File: src/rtl/btime_rom_loader.sv
// Download front-end for the burger_time core: registers and bounds-checks ROM bytes,
// enforces sequential addressing and owns the core reset until a good image is loaded.
module btime_rom_loader #(
   parameter int unsigned ROM_SIZE   = 57344,
   parameter int unsigned RESET_HOLD = 1024
) (
   input  logic        clk_sys,
   input  logic        reset_n,
   input  logic        ext_reset,
   input  logic        ioctl_download,
   input  logic        ioctl_wr,
   input  logic [24:0] ioctl_addr,
   input  logic [7:0]  ioctl_dout,
   output logic [16:0] dn_addr,
   output logic [7:0]  dn_data,
   output logic        dn_wr,
   output logic        game_reset,
   output logic        rom_ok,
   output logic        err_overflow,
   output logic        err_seq,
   output logic [17:0] byte_count
);

   typedef enum logic [2:0] {S_IDLE, S_LOAD, S_HOLD, S_RUN, S_FAULT} state_t;

   localparam logic [24:0] ROM_END = 25'(ROM_SIZE);
   localparam logic [17:0] ROM_LEN = 18'(ROM_SIZE);
   localparam logic [15:0] HOLD_LD = 16'(RESET_HOLD - 1);

   state_t      state, state_nxt;
   logic        dl_q, dl_rise, dl_fall;
   logic [24:0] exp_addr, base_exp, exp_nxt;
   logic [15:0] hold_cnt, hold_nxt;
   logic [17:0] base_cnt, cnt_nxt;
   logic        base_ovf, base_seq, ovf_nxt, seq_nxt, ok_nxt;
   logic        take, in_range, wr_ok;

   assign dl_rise    = ioctl_download & ~dl_q;
   assign dl_fall    = ~ioctl_download & dl_q;
   assign game_reset = (state != S_RUN);

   // A byte arriving on the LOAD-entry cycle is judged against freshly cleared
   // bookkeeping, so the "base" values fold in the entry clear.
   always_comb begin
      take     = ioctl_wr && (state == S_LOAD || dl_rise);
      base_cnt = dl_rise ? '0 : byte_count;
      base_exp = dl_rise ? '0 : exp_addr;
      base_ovf = dl_rise ? 1'b0 : err_overflow;
      base_seq = dl_rise ? 1'b0 : err_seq;
      in_range = ioctl_addr < ROM_END;
      wr_ok    = take && in_range;
      ovf_nxt  = base_ovf | (take & ~in_range);
      seq_nxt  = base_seq | (wr_ok && (ioctl_addr != base_exp));
      exp_nxt  = wr_ok ? ioctl_addr + 25'd1 : base_exp;
      cnt_nxt  = (wr_ok && base_cnt != '1) ? base_cnt + 18'd1 : base_cnt;

      state_nxt = state;
      hold_nxt  = hold_cnt;
      ok_nxt    = rom_ok;
      if (dl_rise) begin
         state_nxt = S_LOAD;
         ok_nxt    = 1'b0;
      end else begin
         case (state)
            S_IDLE: ;
            S_LOAD:
               if (dl_fall) begin
                  state_nxt = S_HOLD;
                  hold_nxt  = HOLD_LD;
                  ok_nxt    = (cnt_nxt == ROM_LEN) && !ovf_nxt && !seq_nxt;
               end
            S_HOLD:
               if (!rom_ok)                state_nxt = S_FAULT;
               else if (ext_reset)         hold_nxt  = HOLD_LD;
               else if (hold_cnt == '0)    state_nxt = S_RUN;
               else                        hold_nxt  = hold_cnt - 16'd1;
            S_RUN:
               if (ext_reset) begin
                  state_nxt = S_HOLD;
                  hold_nxt  = HOLD_LD;
               end
            S_FAULT: ;
            default: state_nxt = S_IDLE;
         endcase
      end
   end

   // dl_q resets high so a download already in progress is not seen as a new rising edge.
   always_ff @(posedge clk_sys or negedge reset_n) begin
      if (!reset_n) begin
         state        <= S_IDLE;
         dl_q         <= 1'b1;
         exp_addr     <= '0;
         hold_cnt     <= '0;
         byte_count   <= '0;
         err_overflow <= 1'b0;
         err_seq      <= 1'b0;
         rom_ok       <= 1'b0;
         dn_wr        <= 1'b0;
         dn_addr      <= '0;
         dn_data      <= '0;
      end else begin
         state        <= state_nxt;
         dl_q         <= ioctl_download;
         exp_addr     <= exp_nxt;
         hold_cnt     <= hold_nxt;
         byte_count   <= cnt_nxt;
         err_overflow <= ovf_nxt;
         err_seq      <= seq_nxt;
         rom_ok       <= ok_nxt;
         dn_wr        <= wr_ok;
         if (wr_ok) begin
            dn_addr <= ioctl_addr[16:0];
            dn_data <= ioctl_dout;
         end
      end
   end

endmodule

File: config.mk
export PLATFORM = sky130hd
export DESIGN_NAME = btime_rom_loader
export DESIGN_NICKNAME = d
export VERILOG_FILES = /design/src/rtl/btime_rom_loader.sv
export SDC_FILE = /design/constraint.sdc
export NUM_CORES = 1
export LEC_CHECK = 0
export ABC_AREA = 1
export CAP_MARGIN = 40
export CORE_UTILIZATION = 42
export DETAILED_ROUTE_END_ITERATION = 16
export HOLD_SLACK_MARGIN = 0.02
export PLACE_DENSITY = 0.71
export SETUP_SLACK_MARGIN = 0.2
export SLEW_MARGIN = 20
export SYNTH_ARGS = -nofsm -noshare
export SYNTH_HDL_FRONTEND = slang
export SYNTH_SLANG_ARGS = --single-unit
File: constraint.sdc
create_clock -name clk_sys -period 7.4 [get_ports clk_sys]
set_input_delay 1.48 -clock clk_sys [delete_from_list [all_inputs] [get_ports clk_sys]]
set_output_delay 1.48 -clock clk_sys [all_outputs]
set_load 0.05 [all_outputs]
# After elaboration in Yosys (flattened, before gate mapping)
# Cells that the tools add are included.
# word_totals
elab_cells	81
out_inout_bits	48
reg_bits	92
input_bits	38
# op_classes
n_bitwise	9
n_eq_ne	17
addsub	3
n_reduce_logical	18
magnitude_cmp	1
muxes	22
# op_table
op	count
16-bit 2-to-1 mux	5
25-bit 2-to-1 mux	2
16-bit case mux with 3 select lines	1
18-bit 2-to-1 mux	2
25-bit by 1-bit adder with 25-bit output (second input constant)	1
25-bit by 16-bit < comparator with 1-bit output (second input constant)	1
25-bit != test	1
18-bit by 1-bit adder with 18-bit output (second input constant)	1
18-bit by 16-bit equality test with 1-bit output (second input constant)	1
3-bit 2-to-1 mux	6
18-bit != test (second input constant)	1
16-bit logical NOT	1
16-bit by 1-bit subtractor with 16-bit output (second input constant)	1
3-bit case mux with 4 select lines	1
3-bit != test (second input constant)	3
4-bit != test (second input constant)	2
3-bit by 2-bit equality test with 1-bit output (second input constant)	2
1-bit logical AND	6
2-bit != test (second input constant)	3
6-bit AND reduction	1
1-bit 2-to-1 mux	5
5-bit AND reduction	1
1-bit inverter	4
2-bit nonzero test	2
other kinds (12)	16

# Logic depth before layout (Yosys ltp)
# logic_depth
word_depth	13
ltp_mapped	20

# Worst setup path before layout
# Ideal clock, no wire load.
# synth_timing
kind	input to register
startpoint	input ioctl_download
endpoint	register rom_ok
required_ns	7.283
n_path_buf	2
setup_time_ns	0.117
t_arrival_ns	3.573
setup_slack_ns	3.709
stages	18
path_cell_list	ha_1 buf_6 nor2_1 ha_1 nand2_1 nor2_8 inv_1 nor2_4 nand3_4 nand2_8 buf_8 nand2_1 nand2_1 nor2_1 nand3_1 nor2_1 nand3_1 nand2_1
# synth_via
elab_chain_cells	12
elab_cells_between_ends	30
# synth_rtl
item	line_no	source
start, declared	10	input logic ioctl_download,
1-bit bitwise AND *	38	assign dl_rise = ioctl_download & ~dl_q;
parallel branches: the longest is 4 deep, another holds 18-bit by 1-bit adder with 18-bit output	-	
18-bit 2-to-1 mux *	55	cnt_nxt = (wr_ok && base_cnt != '1) ? base_cnt + 18'd1 : base_cnt;
named net cnt_nxt[3]	34	logic [17:0] base_cnt, cnt_nxt;
18-bit by 16-bit equality test with 1-bit output *	70	ok_nxt = (cnt_nxt == ROM_LEN) && !ovf_nxt && !seq_nxt;
1-bit logical AND * (2 in a row)	70	
1-bit 2-to-1 mux *	67	if (dl_fall) begin
1-bit 2-to-1 mux *	64	case (state)
1-bit 2-to-1 mux *	60	if (dl_rise) begin
end signal, assigned	110	rom_ok <= ok_nxt;
end, declared	18	output logic rom_ok,
# Mark *: on every way through the listed nets, which the timed path passes. The select of a mux whose other input is x is not followed.
# A chain may end at the register's enable or synchronous reset.

# Final worst setup path
# Ends and elaborated chain as after synthesis.

==> metrics <==
internal power 0.837 mW; Iteration-0 DRC Markers 336; final hold vios 0; synth warn 0; GRT Util Overall 21.1%; fin. max-slew vios 0; cts repair resizes 0; DR vias 4854; crit path from ioctl_download; largest net degree at the start of global routing 65; ANT cells 0; slowest CP cell ha_1; first-pass GRT wire length 21500 µm; wire per inst 13.0 µm; vias in the first global route 4400; CTS H-tree depth 3; nets 860; Starting Density 43.8%; simple logic cell fraction of the synthesized area 35.9%; Leakage 3.18 nW; Crit Path Class input pin to register; CP Cell Sequence clkdlybuf4s50_1, ha_1, nor2_1, ha_1, nand2_1, nor2_8, inv_1, nor2_4, nand3_4, nand2_8, inv_4, nand2_1, nand2_1, nor2_1, nand2_1, nor2_1, nand3_1, nand2_1; final worst-path cycle share 60.3%; latest clock arrival within the worst-skew pair 0.35 ns; Initial DRT Pass Iterations 5; sequential share of the synthesized area 42.8%; Main synth FF type dfrtp_1; Fmax 0.224 GHz; Setup TNS 0 ns; initial antenna violation count 0; Worst EP arrival 4.75 ns; r2r setup slk 3.99 ns; clk sinks 92; share of layout cells above drive strength 1 5.48%; Peak VDD IR 0.0958 mV; Final setup viols 0; Tightest Pin Transition 0.798 ns; CTS tree yes; Clk pwr share 36.3%; slowest stage delay, CP 0.49 ns; clock skew 0.00441 ns; port buffer count 85; clock-pin slew on the worst setup and hold paths 0.06 ns; Layout Area Growth over Synthesis 23.1%; combinational group share of total power 18.3%; DRT Wirelength 12900 µm; maxcap violations 0; Pwr Density 179 nW/µm²; fin util 54.0%; largest family of logic cells by synthesized area simple AND/OR/NAND/NOR gates; cells after synthesis 740; Worst setup EP type register; synthesized net count 783; Setup Buffers After CTS 0; Post-Synth XOR/XNOR Area 3.58%; Yosys reg bits 92; most frequent CP cell nand2_1; Syn Std Cell Area 5380 µm²; DRC Markers 0; CP Launch Type input pin; Clock Path Buffers 2; adder-cell share of the synthesized area 1.16%; NetSw 0.348 mW; Hold Path Class register to register; GRT overflow 0; R2R cell count 18; die area 13300 µm²; reg2reg start dl_q$_DFF_PN1_; DR vias/cell 4.91; hpwl dp 9320 µm; status finished, final reports clean; Core Area 12300 µm²; hold_sp dn_data[1]$_DFFE_PN0N_; Async SR Flop Fraction 100%; Cell variety after synth 46; Critical Path Fanout Max 19; Post-synth EDFFs 0; post-route ant nets 0; RePlAce Congestion 0.890; sw frac 29.4%; Cell Rows 40; Chip Width 115 µm; average size of a mapped cell 7.27 µm²; Hold Path Stages 2; Die Ht 115 µm; clk root buf clkbuf_16; Slew HR 46.8%; share of power burned in registers 45.4%; CTS Buf Count 9; RSZ-0062 raised after global routing no; top-level I/O count 86; hold buffers post-CTS 0; Compound-Gate Fraction of Synth Area 7.52%; Tmin final 4.46 ns; Worst EP required 7.69 ns; post-synthesis mux area share 0%
## path summary, 6_finish.rpt
path	to
max in group asynchronous	exp_addr[4]$_DFF_PN0_
worst max-delay path	rom_ok$_DFFE_PN0P_
worst min-delay path	dn_data[1]$_DFFE_PN0N_
min in group asynchronous	hold_cnt[7]$_DFFE_PN0P_
worst max register to register	rom_ok$_DFFE_PN0P_
worst min register to register	dn_data[1]$_DFFE_PN0N_
## routing by layer
| layer | share of wire (%) | track usage (%) | vias to the layer above |
|---|---|---|---|
| met5 | 0 | 0 | - |
| met4 | 2.3 | 9.00 | 0 |
| met3 | 5.6 | 4.38 | 18 |
| met2 | 45 | 32.9 | 126 |
| met1 | 47 | 28.6 | 2208 |
| li1 | - | - | 2502 |
## power by group through the flow
stage | Sequential [mW] | Clock [mW] | Combinational (mW)
floorplan | 0.561 | 0 | 0.123
global placement | 0.546 | 0 | 0.215
detailed placement | 0.545 | 0 | 0.217
CTS | 0.537 | 0.442 | 0.218
global route | 0.540 | 0.466 | 0.241
finish | 0.538 | 0.430 | 0.217
## critical path, delay by kind of cell
family                     cells  cell delay [ns]
and+or+nand+nor               13             1.88
adders and majority gates      2             0.77
buffers and inverters          3             0.62
## stage by stage
stage	total power, mW	cells	hold slack [ns]	instance area, µm²	worst slack, ns
2_1_floorplan	0.684	740	0.466	5380	3.71
4_1_cts	1.20	988	0.479	6600	2.96
3_5_place_dp	0.763	973	0.462	6330	2.60
5_1_grt	1.25	989	0.495	6620	2.62
6_report	1.18	989	0.476	6620	2.94
3_3_place_gp	0.760	972	0.457	6310	2.53
## cell type report
type | instances | area, µm²
Inverter | 90 | 348
Timing Repair Buffer | 88 | 896
Multi-Input combinational cell | 536 | 2590
Sequential cell | 92 | 2300
Clock buffer | 14 | 264
Clock inverter | 1 | 7.51
Fill cell | 1174 | 5640
Tap cell | 168 | 210
## cell usage in the layout (no fill, tap or decap), types with 3 or more instances in the layout
master	instances
nor3_1	12
a21oi_1	10
clkdlybuf4s50_1	84
clkbuf_1	3
nand4_1	12
ha_1	5
nor2_2	5
inv_2	4
xor2_1	19
inv_1	83
nor2_4	3
nor2_1	89
xnor2_1	3
dfrtp_1	91
o21ai_0	41
nand3b_1	3
o221ai_1	4
nand2_1	236
clkbuf_16	9
nand3_1	66
## state kept, by name, indices dropped and copies added, names as in the netlist, 3 cells and up
name        flops
byte_count     18
dn_addr        17
dn_data         8
exp_addr       25
hold_cnt       16
state           3
## synth_stat cells, types with 3 or more instances
master | count | area share (%)
buf_2 | 9 | 0.84
o21ai_0 | 41 | 3.8
nor2_4 | 3 | 0.63
nor2_1 | 89 | 6.2
o221ai_1 | 4 | 0.65
nand4_1 | 12 | 1.4
clkbuf_1 | 6 | 0.42
a21oi_1 | 10 | 0.93
nor3_1 | 12 | 1.1
inv_2 | 4 | 0.28
nand3_1 | 66 | 6.1
ha_1 | 5 | 1.2
inv_1 | 83 | 5.8
nand2_1 | 236 | 16
dfrtp_1 | 91 | 42
nand3b_1 | 3 | 0.42
xnor2_1 | 3 | 0.49
xor2_1 | 19 | 3.1
nor2_2 | 5 | 0.58
## cell families after synthesis
group                    after synthesis
adder cells (fa/ha/maj)                5
AND/OR/NAND/NOR                      439
buffers and inverters                112
XOR/XNOR                              22
flip-flops                            92
AO/OA/AOI/OAI                         70
No activity file was read; power rests on OpenSTA's default activity.
